==> src/rtl/music_pkg.sv <==
// Shared definitions for the music audio post-processor: register map,
// reset values and ramp FSM encoding.
package music_pkg;

  localparam logic [1:0] VOL  = 2'd0;
  localparam logic [1:0] RATE = 2'd1;
  localparam logic [1:0] CTRL = 2'd2;
  localparam logic [1:0] CUR  = 2'd3;

  localparam logic [7:0] VOL_RST  = 8'hFF;
  localparam logic [7:0] RATE_RST = 8'h00;
  localparam logic [7:0] CTRL_RST = 8'h02;

  typedef enum logic [1:0] {
    STEADY    = 2'd0,
    RAMP_UP   = 2'd1,
    RAMP_DOWN = 2'd2
  } ramp_state_e;

endpackage

==> src/rtl/music_dc_blocker.sv <==
// Leaky-integrator DC estimate of the PSG mix and the centring subtraction;
// the centred sample is registered on each sample strobe.
module music_dc_blocker
  import music_pkg::*;
#(
  parameter int DC_SHIFT = 8
) (
  input  logic               clk,
  input  logic               reset_n,
  input  logic               sample_in,
  input  logic [9:0]         audio_in,
  input  logic               dc_en,
  output logic signed [10:0] x
);

  localparam int ACC_W = 10 + DC_SHIFT;
  localparam logic [ACC_W-1:0] ACC_RST = ACC_W'(512) << DC_SHIFT;

  logic [ACC_W-1:0]    dc_acc;
  logic [9:0]          dc;
  logic signed [10:0]  x_next;

  assign dc = dc_acc[ACC_W-1:DC_SHIFT];

  // The estimate used for centring is the one before this sample's update.
  always_comb begin
    if (dc_en) x_next = $signed({1'b0, audio_in}) - $signed({1'b0, dc});
    else       x_next = $signed({1'b0, audio_in}) - 11'sd512;
  end

  always_ff @(posedge clk or negedge reset_n) begin
    if (!reset_n) begin
      dc_acc <= ACC_RST;
      x      <= '0;
    end else if (sample_in) begin
      dc_acc <= dc_acc + ACC_W'(audio_in) - ACC_W'(dc);
      x      <= x_next;
    end
  end

endmodule

==> src/rtl/music_audio_post.sv <==
// PSG post-processor: CPU register file, timed volume ramp FSM, and the
// DC-removal / gain / output pipeline producing 16-bit signed samples.
module music_audio_post
  import music_pkg::*;
#(
  parameter int DC_SHIFT = 8
) (
  input  logic        clk,
  input  logic        reset_n,
  input  logic [1:0]  addr,
  input  logic [7:0]  data_in,
  input  logic        write,
  output logic [7:0]  data_out,
  input  logic [9:0]  audio_in,
  input  logic        sample_in,
  output logic [15:0] audio_out,
  output logic        audio_valid,
  output ramp_state_e ramp_state
);

  logic [7:0]  target, rate, cur, rate_cnt;
  logic        mute, dc_en;
  ramp_state_e state;

  logic [7:0]  cur_n, cnt_n, stepped;
  ramp_state_e state_n;
  logic        up, rate_wr;

  logic signed [10:0] x;
  logic [7:0]         g_q;
  logic               v1, v2;
  logic signed [19:0] prod;
  logic [15:0]        p_q;
  logic               unused_prod;

  music_dc_blocker #(.DC_SHIFT(DC_SHIFT)) u_dc (
    .clk       (clk),
    .reset_n   (reset_n),
    .sample_in (sample_in),
    .audio_in  (audio_in),
    .dc_en     (dc_en),
    .x         (x)
  );

  assign ramp_state = state;
  assign up         = target > cur;
  assign stepped    = up ? cur + 8'd1 : cur - 8'd1;
  assign rate_wr    = write && (addr == VOL || addr == RATE);

  always_comb begin
    data_out = '0;
    case (addr)
      VOL:     data_out = target;
      RATE:    data_out = rate;
      CTRL:    data_out = {6'b0, dc_en, mute};
      default: data_out = cur;
    endcase
  end

  // The tick that enters a ramp counts as the first tick of its step period,
  // so it leaves rate_cnt at 1; after a step the counter wraps to 0.
  always_comb begin
    state_n = state;
    cur_n   = cur;
    cnt_n   = rate_cnt;
    if (sample_in) begin
      if (rate_wr) begin
        state_n = STEADY;
        cnt_n   = '0;
      end else begin
        case (state)
          STEADY: begin
            if (cur != target) begin
              if (rate == 8'd0) begin
                cur_n = target;
              end else begin
                state_n = up ? RAMP_UP : RAMP_DOWN;
                cnt_n   = 8'd1;
              end
            end
          end
          RAMP_UP, RAMP_DOWN: begin
            if (cur == target) begin
              state_n = STEADY;
              cnt_n   = '0;
            end else if (up != (state == RAMP_UP)) begin
              state_n = up ? RAMP_UP : RAMP_DOWN;
              cnt_n   = 8'd1;
            end else if (rate_cnt >= rate) begin
              cur_n = stepped;
              cnt_n = '0;
              if (stepped == target) state_n = STEADY;
            end else begin
              cnt_n = rate_cnt + 8'd1;
            end
          end
          default: begin
            state_n = STEADY;
            cnt_n   = '0;
          end
        endcase
      end
    end
  end

  always_ff @(posedge clk or negedge reset_n) begin
    if (!reset_n) begin
      target   <= VOL_RST;
      rate     <= RATE_RST;
      mute     <= CTRL_RST[0];
      dc_en    <= CTRL_RST[1];
      cur      <= VOL_RST;
      rate_cnt <= '0;
      state    <= STEADY;
    end else begin
      if (write && addr == VOL)  target <= data_in;
      if (write && addr == RATE) rate   <= data_in;
      if (write && addr == CTRL) {dc_en, mute} <= data_in[1:0];
      cur      <= cur_n;
      rate_cnt <= cnt_n;
      state    <= state_n;
    end
  end

  assign prod        = 20'(x) * 20'($signed({1'b0, g_q}));
  assign unused_prod = ^{prod[19], prod[2:0]};

  // Gain is captured with the sample, before that tick's ramp step lands.
  always_ff @(posedge clk or negedge reset_n) begin
    if (!reset_n) begin
      g_q         <= '0;
      v1          <= 1'b0;
      p_q         <= '0;
      v2          <= 1'b0;
      audio_out   <= '0;
      audio_valid <= 1'b0;
    end else begin
      v1          <= sample_in;
      v2          <= v1;
      audio_valid <= v2;
      if (sample_in) g_q <= mute ? 8'd0 : cur;
      if (v1)        p_q <= prod[18:3];
      if (v2)        audio_out <= p_q;
    end
  end

endmodule

==> config.mk <==
export PLATFORM = sky130hd
export DESIGN_NAME = music_audio_post
export DESIGN_NICKNAME = d
export VERILOG_FILES = /design/src/rtl/music_pkg.sv /design/src/rtl/music_dc_blocker.sv /design/src/rtl/music_audio_post.sv
export SDC_FILE = /design/constraint.sdc
export NUM_CORES = 1
export LEC_CHECK = 0
export ABC_AREA = 1
export ABC_CLOCK_PERIOD_IN_PS = 4500
export BUFFER_PORTS_ARGS = -buffer_cell sky130_fd_sc_hd__buf_4
export CORE_MARGIN = 4
export CORE_UTILIZATION = 37
export DETAILED_ROUTE_END_ITERATION = 7
export GPL_TIMING_DRIVEN = 0
export HOLD_SLACK_MARGIN = 0.05
export PLACE_DENSITY = 0.53
export SKIP_CTS_REPAIR_TIMING = 1
export SYNTH_ARGS = -nofsm -noshare
export SYNTH_HDL_FRONTEND = slang
export SYNTH_SLANG_ARGS = --single-unit
export TNS_END_PERCENT = 5
==> constraint.sdc <==
create_clock -name clk -period 4.5 [get_ports clk]
set_input_delay 0.45 -clock clk [delete_from_list [all_inputs] [get_ports clk]]
set_output_delay 0.45 -clock clk [all_outputs]
set_load 0.01 [all_outputs]
==> results.tsv <==
stage	metric	value	unit
status	status	finished clean	
sta	RSZ-0062 raised after global routing	yes	
worst_setup_path	Required @ worst endpoint	4.74	ns
route	initial DRC count	379	
sta	Worst Max-Slew Pin Slew	0.607	ns
synthesis	Synth top area share	22.0	%
route	WL/cell	14.3	um
final_layout	fillers	2791	
floorplanning	core area	0.0271	sq mm
final_layout	Final #Nets	1561	
worst_setup_path	critical path's slowest cell	fa_2	
placed_design	gpl congestion	0.842	
synthesis	post-synthesis cell type count	49	
sta	skew final	0.0108	ns
sta	final setup violation count	0	
worst_setup_path	CP Capture Type	flip-flop	
sta	max-slew violations	0	
final_layout	layout cells sized above 1	10.7	%
synthesis	Main synth FF type	dfrtp_1	
worst_setup_path	Worst Path Max Fanout	10	
worst_setup_path	crit path DAT	4.62	ns
flow_run	Max-Cap Viols	0	
clock_network	CTS tree	done	
route	Vias/cell	4.76	
clock_network	CTS H-tree lvls	3	
worst_setup_path	slowest cell delay on critical path	0.58	ns
grt	vias in the first global route	8399	
final_layout	area grow syn2layout	12.7	%
final_layout	most frequent cells in the layout	287 x nand2_1, 279 x inv_1, 100 x o21ai_0	
route	drc violations	0	
route	DRT Pass-1 Iters	5	
placed_design	Port Buffers	49	
synthesis	mapped cell area	0.0102	sq mm
synthesis	synthesized area per cell	7.82	sq um
synthesis	Mapped Cells	1310	
route	routed via count	8295	
clock_network	Worst-path clk slew	0.08	ns
synthesis	flops & latches, synth	108	
sta	fin crit share	97.5	%
final_layout	ANT cells	0	
grt	Total Routing Usage GR	16.7	%
worst_setup_path	Worst R2R Setup Slack	0.11	ns
floorplanning	die area	0.0304	sq mm
floorplanning	IO Pins	51	
worst_setup_path	CP startpoint kind	flip-flop	
synthesis	Net Count, Synth	1507	
clock_network	CTS Buf Count	9	
worst_setup_path	WS Path Type	flip-flop to flip-flop	
clock_network	worst skew pair latency	0.36	ns
route	M1 WL	11900	um
route	DR top layer	met4	
placed_design	placed cell areas	0.0111	sq mm
synthesis	ys async rst share	100	%
sta	setup_tns	0	ns
route	met3 routed WL	794	um
clock_network	Root Driver	clkbuf_16	
floorplanning	chip height	174	um
floorplanning	Die X	174	um
floorplanning	Cell Rows	60	
route	Detail Route Antenna Nets	0	
synthesis	dominant cells by area after synthesis	dfrtp_1 22%, fa_1 16%, ha_1 11%	
grt	initial antenna violation count	0	
sta	final worst path period need	4.39	ns
synthesis	post-synth top area cell	dfrtp_1	
worst_setup_path	critical path, cell by cell	clkbuf_4 -> nand2_1 -> inv_1 -> fa_2 -> fa_1 -> inv_1 -> fa_1 -> inv_1 -> fa_1 -> ha_1 -> a21oi_2 -> o31ai_1 -> a21oi_1 -> o21ai_1 -> or2_2 -> nand3_1 -> o21ai_0	
clock_network	Clock Path Buffers	2	
synthesis	Syn. warnings	0	
grt	global route overflow	0	
floorplanning	initial core utilization	37.8	%
route	final WL	24800	um
synthesis	Seq/Total Area, Yosys	26.6	%
grt	largest net degree at the start of global routing	74	
clock_network	clk sinks	108	
final_layout	fin area	0.0115	sq mm
route	met2 WL	11800	um
final_layout	most common cell after layout, fill and taps aside	nand2_1	
sta	max_slew headroom	59.6	%
sta	Fmax	228	MHz
synthesis	Post-synth EDFFs	0	
sta	Final Hold Fails	0	
grt	first-pass GRT wire length	41900	um
min_path	worst hold path class	input port to flip-flop	
placed_design	post-detail-place hpwl	20300	um
[flip-flops by register name, summed over array words and instances (netlist names)]
signal and count:
v2 1, audio_out 16, target 8, cur 8
ramp_state 2, rate_cnt 8, v1 1, rate 8
dc_en 1, p_q 16, mute 1, g_q 8
audio_valid 1, u_dc.x 11, u_dc.dc_acc 18
[layer usage]
metal,global-route usage (%),vias up
met5,0,-
met4,3.89,0
met3,2.46,25
met2,28.9,145
met1,22.2,3883
li1,-,4242
[cell families (layout without fill, tap and decap cells)]
kind of cell | count (synthesis) | in the layout | share of synthesized area (%)
AOI/OAI and AO/OA | 227 | 227 | 12.6
and+or+nand+nor | 440 | 440 | 18.1
xor gates and xnor gates | 31 | 31 | 2.65
buffers and inverters | 321 | 380 | 11.8
DFF | 108 | 108 | 26.6
adders and majority gates | 173 | 173 | 27.1
muxes | 10 | 10 | 1.10
[through the flow]
step           instances  setup slack, ns  hold WS [ns]  util, %
4_1_cts             1748           -0.375       -0.0155     42.1
3_5_place_dp        1732           -0.347         0.377     41.0
6_report            1741            0.115         0.317     42.6
3_3_place_gp        1731           -0.344         0.453     40.9
5_1_grt             1741          -0.0817         0.306     42.6
2_1_floorplan       1310            0.157         0.154        -
[cell usage after synthesis (2+ instances only)]
library cell  number
buf_1              2
nor4_1             2
nand4_1           17
or2_2              4
a21oi_1           68
o21ai_0          101
fa_1              82
a211oi_1           2
a31oi_1            3
a32o_1             3
nand2_1          287
a21o_1             9
dfstp_2           18
xor2_1            16
clkbuf_1          34
inv_1            280
inv_2              2
o21ai_1            4
mux2_2            10
o22ai_1            5
dfrtp_1           90
ha_1              91
xnor2_1           15
nor3_1             5
nand2_2            3
a21boi_2           2
nand3b_1           5
nor2_1            53
o211ai_1          16
o31ai_1            3
o32ai_1            2
o21ai_2            2
nand3_2            2
a221oi_1           2
nand3_1           56
[cell type report]
| cell class | count | area (sq um) | share of cell area [%] |
|---|---|---|---|
| Sequential cell | 108 | 2730 | 23.6 |
| Inverter | 283 | 1060 | 9.20 |
| Multi-Input combinational cell | 881 | 6420 | 55.6 |
| Tap cell | 372 | 465 | 4.03 |
| Timing Repair Buffer | 55 | 452 | 3.91 |
| Buffer | 26 | 131 | 1.14 |
| Clock buffer | 10 | 239 | 2.07 |
| Clock inverter | 6 | 53.8 | 0.466 |
[worst max-delay path, delay by kind of cell (launching register included)]
family	cells	cell delay, ns
fa+ha+maj	5	2.47
compound gates	5	0.61
flops	1	0.37
buf+inv	4	0.37
simple gates	3	0.43
[worst paths after layout]
path,depth (start not counted),startpoint,to
setup / recovery,17,g_q[1],p_q[14]
hold / removal,1,sample_in,v1
setup reg to reg,17,g_q[1],p_q[14]
hold reg to reg,0,v2,audio_valid
max in group asynchronous,3,reset_n,target[3]
min in group asynchronous,2,reset_n,p_q[4]
Power is not shown: default switching activity piles up to over one toggle a cycle in this logic, so the estimate is an artifact.
